[src/rtl/dmg_timer.sv]
// DMG timer block: DIV/TIMA/TMA/TAC registers at BASE_ADDR..BASE_ADDR+3 with overflow reload and irq.
// Define DMG_TIMER_GLITCH_EN to let write-induced tick falling edges increment TIMA.
module dmg_timer #(
  parameter logic [15:0] BASE_ADDR = 16'hFF04
) (
  input  logic        clk,
  input  logic        reset,
  input  logic [15:0] bus_addr,
  input  logic [7:0]  bus_wdata,
  input  logic        bus_we,
  input  logic        bus_re,
  output logic [7:0]  bus_rdata,
  output logic        bus_hit,
  output logic        timer_irq,
  output logic        dbgState
);

  // Bus handshake: a strobe (bus_we or bus_re) is a single-clk request with no back-pressure;
  // a read is answered exactly one clk later by bus_hit=1 with bus_rdata, a write has no response.

  typedef enum logic {RUN = 1'b0, RELOAD = 1'b1} state_t;

  state_t      state;
  logic [15:0] divCtr;
  logic [7:0]  tima;
  logic [7:0]  tma;
  logic [2:0]  tac;
  logic        tickPrev;

  logic        inRange;
  logic [1:0]  regSel;
  logic        wrDiv, wrTima, wrTma, wrTac;
  logic        tickSig, tickFall, timaInc, tickNext;
  logic [7:0]  readVal;

  function automatic logic selBit(input logic [15:0] d, input logic [1:0] s);
    case (s)
      2'b00:   selBit = d[9];
      2'b01:   selBit = d[3];
      2'b10:   selBit = d[5];
      default: selBit = d[7];
    endcase
  endfunction

  assign inRange = (bus_addr >= BASE_ADDR) && (bus_addr <= BASE_ADDR + 16'd3);
  assign regSel  = bus_addr[1:0] - BASE_ADDR[1:0];
  assign wrDiv   = bus_we && inRange && (regSel == 2'd0);
  assign wrTima  = bus_we && inRange && (regSel == 2'd1);
  assign wrTma   = bus_we && inRange && (regSel == 2'd2);
  assign wrTac   = bus_we && inRange && (regSel == 2'd3);

  assign tickSig  = tac[2] & selBit(divCtr, tac[1:0]);
  assign tickFall = tickPrev & ~tickSig;

`ifdef DMG_TIMER_GLITCH_EN
  assign timaInc  = tickFall;
  assign tickNext = tickSig;
`else
  // Seed the history with the post-write tick value so a CPU write never looks like a falling edge.
  assign timaInc = tickFall & ~(wrDiv | wrTac);
  always_comb begin
    tickNext = tickSig;
    if (wrDiv)
      tickNext = 1'b0;
    else if (wrTac)
      tickNext = bus_wdata[2] & selBit(divCtr + 16'd1, bus_wdata[1:0]);
  end
`endif

  always_comb begin
    case (regSel)
      2'd0:    readVal = divCtr[15:8];
      2'd1:    readVal = tima;
      2'd2:    readVal = tma;
      default: readVal = {5'b11111, tac};
    endcase
  end

  assign dbgState = (state == RELOAD);

  always_ff @(posedge clk or posedge reset) begin
    if (reset) begin
      state     <= RUN;
      divCtr    <= 16'h0000;
      tima      <= 8'h00;
      tma       <= 8'h00;
      tac       <= 3'b000;
      tickPrev  <= 1'b0;
      bus_rdata <= 8'h00;
      bus_hit   <= 1'b0;
      timer_irq <= 1'b0;
    end else begin
      divCtr    <= wrDiv ? 16'h0000 : divCtr + 16'd1;
      tickPrev  <= tickNext;
      timer_irq <= 1'b0;
      if (wrTma) tma <= bus_wdata;
      if (wrTac) tac <= bus_wdata[2:0];

      case (state)
        RUN: begin
          if (wrTima) begin
            tima <= bus_wdata;
          end else if (timaInc) begin
            if (tima == 8'hFF) begin
              tima  <= 8'h00;
              state <= RELOAD;
            end else begin
              tima <= tima + 8'd1;
            end
          end
        end
        RELOAD: begin
          // A TIMA write here cancels the reload; a same-clk TMA write is what gets loaded.
          state <= RUN;
          if (wrTima) begin
            tima <= bus_wdata;
          end else begin
            tima      <= wrTma ? bus_wdata : tma;
            timer_irq <= 1'b1;
          end
        end
        default: state <= RUN;
      endcase

      if (bus_re && inRange) begin
        bus_rdata <= readVal;
        bus_hit   <= 1'b1;
      end else begin
        bus_hit <= 1'b0;
      end
    end
  end

endmodule

[config.mk]
export PLATFORM = sky130hd
export DESIGN_NAME = dmg_timer
export DESIGN_NICKNAME = d
export VERILOG_FILES = /design/src/rtl/dmg_timer.sv
export SDC_FILE = /design/constraint.sdc
export NUM_CORES = 1
export LEC_CHECK = 0
export CAP_MARGIN = 20
export CORE_AREA = 4 4 77 79
export CTS_CLUSTER_SIZE = 25
export DETAILED_ROUTE_END_ITERATION = 16
export DIE_AREA = 0 0 81 83
export PLACE_DENSITY = 0.88
export SETUP_SLACK_MARGIN = 0.4
export SYNTH_ARGS = -nofsm -noshare
export SYNTH_HDL_FRONTEND = slang
export SYNTH_SLANG_ARGS = --single-unit
[constraint.sdc]
create_clock -name clk -period 1.84 [get_ports clk]
set_input_delay 0.276 -clock clk [delete_from_list [all_inputs] [get_ports clk]]
set_output_delay 0.276 -clock clk [all_outputs]
set_load 0.02 [all_outputs]
==> results_dict.tcl, run 1 <==
set metrics [dict create \
    status "finished with violations" \
    violations "setup timing" \
    ios 39 \
    grt_start_max_net_pins 31 \
    cts_tree "done" \
    synth_cell_type_count 61 \
    cpMaxStageDelayCell "or4_4" \
    fmax_mhz 471 \
    multi_input_area_um2 1700 \
    cts_hold_buf 0 \
    hold_viol 0 \
    routabilityCongestion 0.928 \
    clk_latency_ns 0.31 \
    synth_top_family_by_area "simple AND/OR/NAND/NOR gates" \
    clock-root-buffer "clkbuf_8" \
    fin_util_pct 73.0 \
    yosys.area_share.simple_pct 21.7 \
    power_frac_comb_pct 14.7 \
    n_antenna_cell 0 \
    yosysSeqAreaShare_pct 42.2 \
    route.detailed.drc 0 \
    fin_crit_sh_pct 115 \
    grt_use_total_pct 24.4 \
    worstSetupPathType "in2reg" \
    synth-compound-area-share_pct 14.9 \
    firstDrtPassIters 4 \
    cell_internal_pwr_mw 1.48 \
    max_cap_violations 0 \
    pwr-share-clk_pct 31.6 \
    dp_cells 427 \
    rows 27 \
    synth_top_cell_by_area "dfrtp_1" \
    slew_headroom_pct 71.2 \
    final.setup.worst_slack_ns -0.283 \
    clockBufferDepth 2 \
    fp.coreArea_um2 5340 \
    synth_edf_count 0 \
    synth_cells 278 \
    cts_buffers 5 \
    hp-class "in2async" \
    cts_num_sinks 47 \
    rsz0062_at_grt "true" \
    power_density_nw_per_um2 513 \
    cp_common_cell "mux2_4" \
    drt-total-wl_um 8150 \
    synthMuxAreaShare_pct 11.5 \
    synthAdderAreaFrac_pct 0.898 \
    initial_core_util_pct 52.2 \
    finalCriticalPeriod_ns 2.12 \
    swShare_pct 26.0 \
    skew_ns 0.00568 \
    yosys_warnings 0 \
    die_h_um 83 \
    synth_nets 308 \
    fin_cells 438 \
    power.leakage_nw 1.77 \
    vias 2634 \
    drive_gt1_share_pct 33.3 \
    grt_pass1_wl_um 12700 \
    crit_required_ns 2.04 \
    grt_pass1_vias 2623 \
    setup_violations 37 \
    die_area_um2 6720 \
    switching_power_mw 0.519 \
    seq_power_share_pct 53.7 \
    final.setup.tns_ns -4.35 \
    synth-async-reset-ratio_pct 100 \
    cp.arrival_ns 2.32 \
    syn_area_per_cell_um2 10.0 \
    total_power_mw 2.00 \
    nNetsFinal 395 \
    antenna_found_initial 0 \
    critPathLaunchType "input pin" \
    synth_area_leaders "dfrtp_1 42%, mux2_2 6.5%, nand2_1 4.6%" \
    htree_levels 2 \
    dpl.hpwl_um 5700 \
    slowest_delay_ns 0.67 \
    io_buffers 38 \
    stdcell_area_um2 3900 \
    crit_fanout 6 \
    ant_nets 0 \
    area_growth_pct 39.8 \
    overflow 0 \
    dieWidth_um 81 \
    yosysMostFrequentCell "dfrtp_1" \
    clk_pin_slew_ns 0.09 \
    n_fill_cell 372 \
    synth_area_um2 2790 \
    synth_top_area_share_pct 42.2 \
    path_cells "buf_6, or4b_4, or4_4, nor2_4, mux2_4, mux2_4" \
    seqCellArea_um2 1180 \
    initialDrtViolationCount 250 \
    worstMarginPinSlew_ns 0.427 \
    cp-end-kind "flip-flop" \
    ys.flop_type "dfrtp_1" \
    ir_worst_vdd_uv 399 \
    synthXorXnorAreaFrac_pct 5.66 \
    avgRoutedWirePerCell_um 18.6 \
    synthTopCellsByCount "47 x dfrtp_1, 34 x nand2_1, 21 x nor2_1" \
    drv_slew 0 \
    postPlaceCellArea_um2 3640 \
    drt-vias-per-instance 6.01 \
    synth-seq-cells 47 \
]
[metal layers]
metal | global-route usage (%) | share of wire (%) | vias to the layer above
li1 | - | - | 1207
met1 | 29.9 | 40 | 1285
met2 | 40.8 | 49 | 117
met3 | 4.56 | 7.3 | 25
met4 | 11.2 | 3.4 | 0
met5 | 0 | 0 | -
[path summary, 6_finish.rpt]
path	start	endpoint	slack, ns	cells past startpoint
min in group clk	bus_rdata[1]	bus_rdata[1]	0.48	2
worst min-delay path	reset	bus_rdata[1]	0.27	2
worst max-delay path	bus_addr[4]	tima[2]	-0.28	6
max in group asynchronous	reset	tima[4]	1.07	3
worst min register to register	bus_rdata[1]	bus_rdata[1]	0.48	2
worst max register to register	tima[1]	tima[7]	0	6
[flip-flops by register name (all words and copies together), names as in the netlist]
signal / count
bus_hit: 1
bus_rdata: 8
dbgState: 1
divCtr: 16
tac: 3
tickPrev: 1
tima: 8
timer_irq: 1
tma: 8
[stage by stage]
step           setup WS [ns]  hold WS, ns
2_1_floorplan         -0.391        0.393
3_3_place_gp          -0.741        0.455
3_5_place_dp          -0.812        0.471
4_1_cts               -0.222        0.285
5_1_grt               -0.286        0.315
6_report              -0.283        0.272
[layout by cell type, fill, tap and decap left out, types with 5 or more instances in the layout]
cell and n:
clkdlybuf4s50_1 17, dlygate4sd2_1 14, clkbuf_8 5, mux2_4 10
inv_1 5, buf_4 43, a21oi_1 8, nor2_1 19
nor3_1 5, o21ai_0 5, xor2_1 10, nand4_1 5
buf_6 9, xnor2_1 8, o22ai_1 6, nand2_1 33
nand3_1 16, dfrtp_1 46, mux2_2 8
[power by group through the flow]
stage / registers [mW] / clock network, mW / logic [mW]
after floorplan: 1.10 / 0 / 0.122
after CTS: 1.07 / 0.652 / 0.285
after global routing: 1.08 / 0.693 / 0.318
after global placement: 1.09 / 0 / 0.273
final: 1.07 / 0.631 / 0.293
after detailed placement: 1.09 / 0 / 0.279
[area by class of cell]
cell class,instances,area share (%)
clock inverter,2,0.417
inverter,6,0.578
tap,72,2.31
timing repair buffer,91,21.0
multi-input combinational,214,43.6
clock buffer,6,1.86
sequential,47,30.2
[cell families after synthesis]
family	Yosys count
AND/OR/NAND/NOR	113
adder cells (fa/ha/maj)	2
multiplexers	24
flip-flops	47
buffers and inverters	18
AO/OA/AOI/OAI	56
XOR/XNOR	18
[what timing repair did]
item                       4_1_cts  5_1_grt
setup buffers                    2        0
gates resized for setup         51       18
setup endpoints to repair       58       47
cloned                           1        0
pin swaps                        6        5
[critical path, delay by kind of cell]
family	cells	cell delay, ns
buf+inv	1	0.09
simple gates	3	1.37
mux	2	0.57
No activity file was read; power rests on OpenSTA's default activity.
==> inputs of run 2 (changes only) <==
--- a/config.mk
+++ b/config.mk
@@ -5,7 +5,7 @@
 export SDC_FILE = /design/constraint.sdc
 export NUM_CORES = 1
 export LEC_CHECK = 0
-export CAP_MARGIN = 20
+export CAP_MARGIN = 10
 export CORE_AREA = 4 4 77 79
 export CTS_CLUSTER_SIZE = 25
 export DETAILED_ROUTE_END_ITERATION = 16
==> results of run 2 <==
No change in the layout: final DEF, timing and power equal those of run 1.
